===== config.mk =====
export PLATFORM = sky130hd
export DESIGN_NAME = dcache_tagarray_wrctrl
export DESIGN_NICKNAME = d
export VERILOG_FILES = /design/src/rtl/dcache_pkg.sv /design/src/rtl/dcache_tag_sweeper.sv /design/src/rtl/dcache_tagarray_wrctrl.sv
export SDC_FILE = /design/constraint.sdc
export NUM_CORES = 1
export LEC_CHECK = 0
export BUFFER_PORTS_ARGS = -buffer_cell sky130_fd_sc_hd__buf_4
export CORE_ASPECT_RATIO = 0.6
export CORE_UTILIZATION = 40
export DETAILED_ROUTE_END_ITERATION = 12
export PLACE_DENSITY = 0.86
export RECOVER_POWER = 100
export SLEW_MARGIN = 10
export SYNTH_ARGS = -nofsm -noshare
export SYNTH_HDL_FRONTEND = slang
export SYNTH_SLANG_ARGS = --single-unit

===== constraint.sdc =====
create_clock -name clock -period 4.4 [get_ports clock]
set_input_delay 0.44 -clock clock [delete_from_list [all_inputs] [get_ports clock]]
set_output_delay 0.44 -clock clock [all_outputs]
set_load 0.05 [all_outputs]

===== src/rtl/dcache_pkg.sv =====
// Shared dcache definitions for the tag-array write controller.
//   tagwr_state_e     : write-controller FSM states
//   DCACHE_SETS       : number of sets swept by an invalidation pass
//   TAG_INVALID_ENTRY : value written to every way during a sweep
`ifndef DCACHE_WAY_NUM
`define DCACHE_WAY_NUM 4
`endif

package dcache_pkg;

   localparam int DCACHE_ADDR_WIDTH = 6;
   localparam int DCACHE_DATA_WIDTH = 44;
   localparam int DCACHE_SETS       = 2**DCACHE_ADDR_WIDTH;

   localparam logic [DCACHE_DATA_WIDTH-1:0] TAG_INVALID_ENTRY = '0;

   typedef enum logic [1:0] {
      INIT  = 2'd0,
      IDLE  = 2'd1,
      FLUSH = 2'd2,
      DONE  = 2'd3
   } tagwr_state_e;

endpackage


===== src/rtl/dcache_tag_sweeper.sv =====
// Set counter for the tag-array invalidation sweep, shared by the
// post-reset pass and the flush pass.
//   clock, reset : clock and synchronous active-high reset (reset starts a pass)
//   start        : begin a new pass at set 0 on the next cycle
//   active       : a set write is issued this cycle for set idx
//   idx          : set currently being invalidated
//   done         : one-cycle pulse the cycle after the final set was issued
module dcache_tag_sweeper
   import dcache_pkg::*;
#(
   parameter int ADDR_WIDTH = DCACHE_ADDR_WIDTH
) (
   input  logic                  clock,
   input  logic                  reset,
   input  logic                  start,
   output logic                  active,
   output logic [ADDR_WIDTH-1:0] idx,
   output logic                  done
);

   logic [ADDR_WIDTH-1:0] cnt_q, cnt_d;
   logic                  active_q, active_d;
   logic                  done_q, done_d;
   logic                  last;

   assign last = active_q && (cnt_q == {ADDR_WIDTH{1'b1}});

   // The counter wraps naturally from all-ones to zero; that wrap ends the pass.
   always_comb begin
      cnt_d    = cnt_q;
      active_d = active_q;
      done_d   = last;
      if (start) begin
         cnt_d    = '0;
         active_d = 1'b1;
      end else if (active_q) begin
         cnt_d = cnt_q + 1'b1;
         if (last) active_d = 1'b0;
      end
   end

   always_ff @(posedge clock) begin
      if (reset) begin
         cnt_q    <= '0;
         active_q <= 1'b1;
         done_q   <= 1'b0;
      end else begin
         cnt_q    <= cnt_d;
         active_q <= active_d;
         done_q   <= done_d;
      end
   end

   assign active = active_q;
   assign idx    = cnt_q;
   assign done   = done_q;

endmodule


===== src/rtl/dcache_tagarray_wrctrl.sv =====
// Sole driver of the dcache tag-array write port. Arbitrates refill writes
// and store-path metadata writes, and invalidates the whole array after
// reset and on flush request.
//   clock, reset            : clock, synchronous active-high reset
//   refill_*                : miss-unit write request (valid/ready + way/idx/data)
//   meta_*                  : store-path metadata write request
//   flush_req / flush_ack   : level flush request / one-cycle completion pulse
//   tag_ready               : array contents valid, readers may issue
//   writeport_*             : registered write port to the tag array
//
// state | meaning
// INIT  | post-reset invalidation sweep, no grants
// IDLE  | array valid, grants refill > meta, may start a flush
// FLUSH | flush invalidation sweep, no grants
// DONE  | flush complete, flush_ack pulse
`ifndef DCACHE_WAY_NUM
`define DCACHE_WAY_NUM 4
`endif

module dcache_tagarray_wrctrl
   import dcache_pkg::*;
#(
   parameter int DATA_WIDTH = DCACHE_DATA_WIDTH,
   parameter int ADDR_WIDTH = DCACHE_ADDR_WIDTH
) (
   input  logic                       clock,
   input  logic                       reset,
   input  logic                       refill_valid,
   output logic                       refill_ready,
   input  logic [`DCACHE_WAY_NUM-1:0] refill_way,
   input  logic [ADDR_WIDTH-1:0]      refill_idx,
   input  logic [DATA_WIDTH-1:0]      refill_data,
   input  logic                       meta_valid,
   output logic                       meta_ready,
   input  logic [`DCACHE_WAY_NUM-1:0] meta_way,
   input  logic [ADDR_WIDTH-1:0]      meta_idx,
   input  logic [DATA_WIDTH-1:0]      meta_data,
   input  logic                       flush_req,
   output logic                       flush_ack,
   output logic                       tag_ready,
   output logic                       writeport_wr_en,
   output logic [`DCACHE_WAY_NUM-1:0] writeport_wr_way,
   output logic [ADDR_WIDTH-1:0]      writeport_wr_idx,
   output logic [DATA_WIDTH-1:0]      writeport_wr_data
);

   tagwr_state_e state_q, state_d;

   logic                       sweep_active;
   logic [ADDR_WIDTH-1:0]      sweep_idx;
   logic                       sweep_done;
   logic                       flush_go;

   logic                       wr_en_q,   wr_en_d;
   logic [`DCACHE_WAY_NUM-1:0] wr_way_q,  wr_way_d;
   logic [ADDR_WIDTH-1:0]      wr_idx_q,  wr_idx_d;
   logic [DATA_WIDTH-1:0]      wr_data_q, wr_data_d;

   // Flush yields to any pending request so in-flight traffic lands first.
   assign flush_go = (state_q == IDLE) && flush_req && !refill_valid && !meta_valid;

   dcache_tag_sweeper #(
      .ADDR_WIDTH (ADDR_WIDTH)
   ) u_sweeper (
      .clock  (clock),
      .reset  (reset),
      .start  (flush_go),
      .active (sweep_active),
      .idx    (sweep_idx),
      .done   (sweep_done)
   );

   always_ff @(posedge clock) begin
      if (reset) state_q <= INIT;
      else       state_q <= state_d;
   end

   always_comb begin
      state_d = state_q;
      case (state_q)
         INIT:    if (sweep_done) state_d = IDLE;
         IDLE:    if (flush_go)   state_d = FLUSH;
         FLUSH:   if (sweep_done) state_d = DONE;
         DONE:    state_d = IDLE;
         default: state_d = INIT;
      endcase
   end

   always_comb begin
      refill_ready = 1'b0;
      meta_ready   = 1'b0;
      tag_ready    = 1'b0;
      flush_ack    = 1'b0;
      case (state_q)
         IDLE: begin
            refill_ready = refill_valid;
            meta_ready   = meta_valid && !refill_valid;
            tag_ready    = !flush_go;
         end
         DONE: begin
            tag_ready = 1'b1;
            flush_ack = 1'b1;
         end
         default: ;
      endcase

      wr_en_d   = 1'b0;
      wr_way_d  = '0;
      wr_idx_d  = '0;
      wr_data_d = '0;
      if (sweep_active) begin
         wr_en_d   = 1'b1;
         wr_way_d  = '1;
         wr_idx_d  = sweep_idx;
         wr_data_d = DATA_WIDTH'(TAG_INVALID_ENTRY);
      end else if (refill_ready) begin
         wr_en_d   = 1'b1;
         wr_way_d  = refill_way;
         wr_idx_d  = refill_idx;
         wr_data_d = refill_data;
      end else if (meta_ready) begin
         wr_en_d   = 1'b1;
         wr_way_d  = meta_way;
         wr_idx_d  = meta_idx;
         wr_data_d = meta_data;
      end
   end

   // Reset discards any write captured in the previous cycle.
   always_ff @(posedge clock) begin
      if (reset) begin
         wr_en_q   <= 1'b0;
         wr_way_q  <= '0;
         wr_idx_q  <= '0;
         wr_data_q <= '0;
      end else begin
         wr_en_q   <= wr_en_d;
         wr_way_q  <= wr_way_d;
         wr_idx_q  <= wr_idx_d;
         wr_data_q <= wr_data_d;
      end
   end

   assign writeport_wr_en   = wr_en_q;
   assign writeport_wr_way  = wr_way_q;
   assign writeport_wr_idx  = wr_idx_q;
   assign writeport_wr_data = wr_data_q;

endmodule

Word level (Yosys, flattened, before mapping):

Cells that the tools add are included.
W data, S select, Z words.

* $add $sub $neg: 1
* equal/unequal tests: 7
* multiplexer cells: 21
* reduce and logical (&&, ||, !) cells: 12

Operators with widths (count)
* $mux W44: 2
* $mux W6: 3
* $mux W4: 3
* $mux W1: 8
* $pmux W2 S4: 1
* $add A6 B1 Y6 const B: 1
* $eq A6 B6 Y1 const B: 1
* $mux W2: 3
* $logic_and A1 B1 Y1: 5
* $eq A2 B2 Y1 const B: 2
* $ne A2 B1 Y1 const B: 2
* $reduce_or A2 Y1: 2
* $logic_not A1 Y1: 3
* $reduce_and A3 Y1: 1
* $eq A2 B1 Y1 const B: 1
* $logic_not A2 Y1: 1
* $ne A2 B2 Y1 const B: 1
* $pmux W1 S2: 1

* register bits: 65
* bits of input ports: 113
* logic and storage cells: 49

Logic depth before layout (Yosys ltp):

* word-level depth: 6
* depth in mapped cells: 8
* depth with buffers taken out: 5

Hierarchy:

Synthesis repeated with hierarchy kept, for this count alone.

* cells, all modules: 263
* area total of the unflattened synthesis: 2527.4 um^2

By module, submodules not included
* dcache_tagarray_wrctrl: cells an instance 227, area each 2194.6 um^2, instances 1
* dcache_tag_sweeper: cells an instance 36, area each 332.8 um^2, instances 1

Worst setup path after synthesis:

No wires, ideal clock.

* path type: input -> output
* start: in meta_valid
* end: out tag_ready
* data required time: 3.960 ns
* stages: 3
* data arrival time: 1.297 ns
* buffers on the path: 1
* setup slack: 2.663 ns
* path through: buf_6 or3b_4 a21o_1

* cells in the longest elaborated chain, start to end: 4

Ends and longest elaborated chain
* start: declaration: RTL line dcache_tagarray_wrctrl.sv:33 `input logic meta_valid,`
* $logic_not A1 Y1: RTL line dcache_tagarray_wrctrl.sv:60 `assign flush_go = (state_q == IDLE) && flush_req && !refill_valid && !meta_valid;`
* $logic_and A1 B1 Y1: RTL line dcache_tagarray_wrctrl.sv:60
* $logic_not A1 Y1: RTL line dcache_tagarray_wrctrl.sv:98 `tag_ready = !flush_go;`
* $pmux W1 S2: RTL line dcache_tagarray_wrctrl.sv:94 `case (state_q)`
* end: declaration: RTL line dcache_tagarray_wrctrl.sv:40 `output logic tag_ready,`

No other way between the ends.

Worst setup path in the final report:

* start: reg state_q[1]
* end: out refill_ready

* cells in the longest elaborated chain, start to end: 2

Ends and longest elaborated chain
* start: declaration: RTL line dcache_tagarray_wrctrl.sv:47 `tagwr_state_e state_q, state_d;`
* start signal: assignment: RTL line dcache_tagarray_wrctrl.sv:75 `else state_q <= state_d;`
* $eq A2 B1 Y1: RTL line dcache_tagarray_wrctrl.sv:94
* $mux W1: RTL line dcache_tagarray_wrctrl.sv:94
* end: declaration: RTL line dcache_tagarray_wrctrl.sv:29 `output logic refill_ready,`

No other way between the ends.

==> results.yml <==
yosys:
  synth_area_leaders: "dfxtp_1 (50%), a22oi_1 (9.7%), nor2_1 (6.2%)"
  netlist_top_cells_count: "dfxtp_1 (65), nor2_1 (43), a22oi_1 (34)"
  avgSynthCellArea_um2: 10.1
  ys_types: 36
  ys_warn_count: 0
  yosysSeqAreaShare_pct: 49.6
  yosysMostFrequentCell: "dfxtp_1"
  ys.flop_type: "dfxtp_1"
  syn-num-nets: 378
  ys_seq_elements: 65
  synth_top_area_share_pct: 49.6
  netlist_area_um2: 2620
  syn_inst: 260
  ys_async_sr_fraction_pct: 0
  yosysTopAreaCell: "dfxtp_1"
  synth_edf_count: 0
sta:
  finClkSkew_ns: 0.00653
  postLayoutSetupSlackWorst_ns: 1.14
  tightest_slew_ns: 1.78
  fmax_mhz: 307
  finalMaxSlewViolations: 50
  hold_violations: 0
  relSlewSlack_pct: -18.4
  setup_viol_count_final: 0
  tns_ns: 0
  post-route-period-util_pct: 74.1
  rsz0062_at_grt: "no"
  fin_crit_ns: 3.26
global_route:
  grt_overflow: 0
  track_usage_pct: 20.1
  grt_max_degree: 50
  grt_pass1_vias: 2218
  grt_antenna_before_repair: 0
  grt_first_pass_wirelength_mm: 10.6
floorplanning:
  core_area_um2: 6220
  die_y_um: 64.7
  dieArea_um2: 6890
  dieWidth_um: 107
  start_util_pct: 42.2
  num_rows: 22
  ios: 172
finish:
  multi_input_comb_area_um2: 1040
  seq_area_um2: 1300
  final_cells: 508
  drive_gt1_share_pct: 34.2
  nets: 537
  n_antenna_cell: 0
  synthToLayoutAreaGrowth_pct: 44.2
  post-route-util_pct: 60.8
  fillers: 592
clock_network:
  cts_setup_buffers: 0
  clockBufferDepth: 2
  cts.sinks: 65
  cts_tree: "done"
  clock_latency_ns: 0.33
  hold_buffers: 0
  cts_buffers: 9
  clkSlewWorstSetupHoldPaths_ns: 0.07
  clockRootBuffer: "clkbuf_8"
  h-tree-depth: 3
  cts_resized: 0
place:
  dp_cells: 492
  port-buffer-count: 171
  place_ws_ns: 1.97
  dp.final_hpwl_mm: 5.25
  place_congestion: 0.836
worst_setup_path:
  max_stage_delay_ns: 1.37
  critPathLaunchType: "flip-flop"
  worstSetupPathType: "reg -> out"
  worstPathRequired_ns: 3.96
  worstSetupEndpointType: "output pin"
  worstPathArrival_ns: 2.82
  crit_family: "simple AND/OR/NAND/NOR gates"
  cp_num_buf_inv: 2
  crit_chain: "inv_1, ha_1, and2_1, buf_4"
  rrSetupSlack_ns: 1.79
  crit_path_max_fanout: 49
  slowest_stage: "and2_1"
pwr:
  ir_drop_v: 0.000198
  powerDensity_nw_per_um2: 378
  p_leak_nw: 1.49
drt:
  drtIter0Drc: 123
  drc: 0
  finalWirelength_mm: 7.13
  ant_nets: 0
  viasPerCell: 4.90
  firstDrtPassIters: 4
  vias: 2491
  post_drt_wl_per_cell_um: 14.0
status:
  violations: "capacitance limit, slew limit"
  status: "finished, violations left"
flow_run:
  cap_violations: 1
hold_path:
  hp-class: "in -> reg"
==> path summary, 6_finish.rpt <==
| path | cells past startpoint | endpoint | from |
|---|---|---|---|
| hold / removal | 3 | writeport_wr_data[40] | meta_data[40] |
| hold reg to reg | 2 | writeport_wr_idx[5] | u_sweeper.idx[5] |
| setup reg to reg | 5 | writeport_wr_data[19] | state_q[1] |
| setup / recovery | 4 | refill_ready | state_q[1] |
==> routing by layer <==
layer | vias to the layer above | track usage [%] | share of wire [%]
li1 | 1223 | - | -
met1 | 1160 | 24.9 | 43
met2 | 104 | 33.1 | 48
met3 | 4 | 6.84 | 8.5
met4 | 0 | 6.34 | 0.69
met5 | - | 0 | 0
==> logic make-up (layout without fill, tap and decap cells) <==
group	Yosys count	after routing	share of synthesized area, %
fa+ha+maj	5	5	2.39
compound gates	70	70	22.7
xor+xnor	4	4	1.34
simple gates	87	87	15.9
flops	65	65	49.6
mux	2	2	0.763
buf+inv	27	191	7.30
==> cell usage in the layout, fill, tap and decap left out, types with 4 or more instances in the layout <==
master	n
buf_4	113
dfxtp_1	65
clkbuf_1	58
a22oi_1	43
nor2_1	43
nand2_1	14
nor2_2	10
clkbuf_8	10
a21oi_1	9
a21o_1	8
nand3b_1	6
ha_1	5
inv_1	4
a221oi_1	4
==> sequential cells by signal (all words and copies together), names as in the netlist <==
| name | count |
|---|---|
| u_sweeper.active | 1 |
| writeport_wr_way | 4 |
| u_sweeper.idx | 6 |
| writeport_wr_data | 44 |
| u_sweeper.done | 1 |
| writeport_wr_idx | 6 |
| writeport_wr_en | 1 |
| state_q | 2 |
==> worst register-to-register path, delay by kind of cell (launching register included) <==
family | cells | cell delay, ns
AO/OA/AOI/OAI | 1 | 0.31
buffers and inverters | 1 | 0.10
adder cells (fa/ha/maj) | 1 | 0.27
flip-flops | 1 | 0.34
AND/OR/NAND/NOR | 2 | 1.53
==> stage by stage <==
step           total power, mW  hold slack, ns  instance area [µm²]
2_1_floorplan            0.740           0.450                 2620
3_3_place_gp             0.827           0.477                 3840
3_5_place_dp             0.833           0.490                 3840
4_1_cts                   1.46           0.324                 4090
5_1_grt                   1.50           0.321                 3780
6_report                  1.43           0.337                 3780
==> layout make-up <==
| cell class | instances | area share [%] |
|---|---|---|
| well taps | 84 | 2.78 |
| clock buffers | 10 | 3.64 |
| repair buffers | 171 | 28.2 |
| flip-flops and latches | 65 | 34.4 |
| multi-input cells | 168 | 27.6 |
| clock inverters | 6 | 3.01 |
| inverters | 4 | 0.397 |
==> power breakdown <==
| group | switching [mW] | leakage, nW | internal [mW] |
|---|---|---|---|
| sequential | 0.00683 | 0.526 | 0.597 |
| combinational | 0.0982 | 0.842 | 0.100 |
| clock | 0.232 | 0.119 | 0.394 |
| total | 0.337 | 1.49 | 1.09 |
Note: power is estimated with default switching activity, not from simulation.
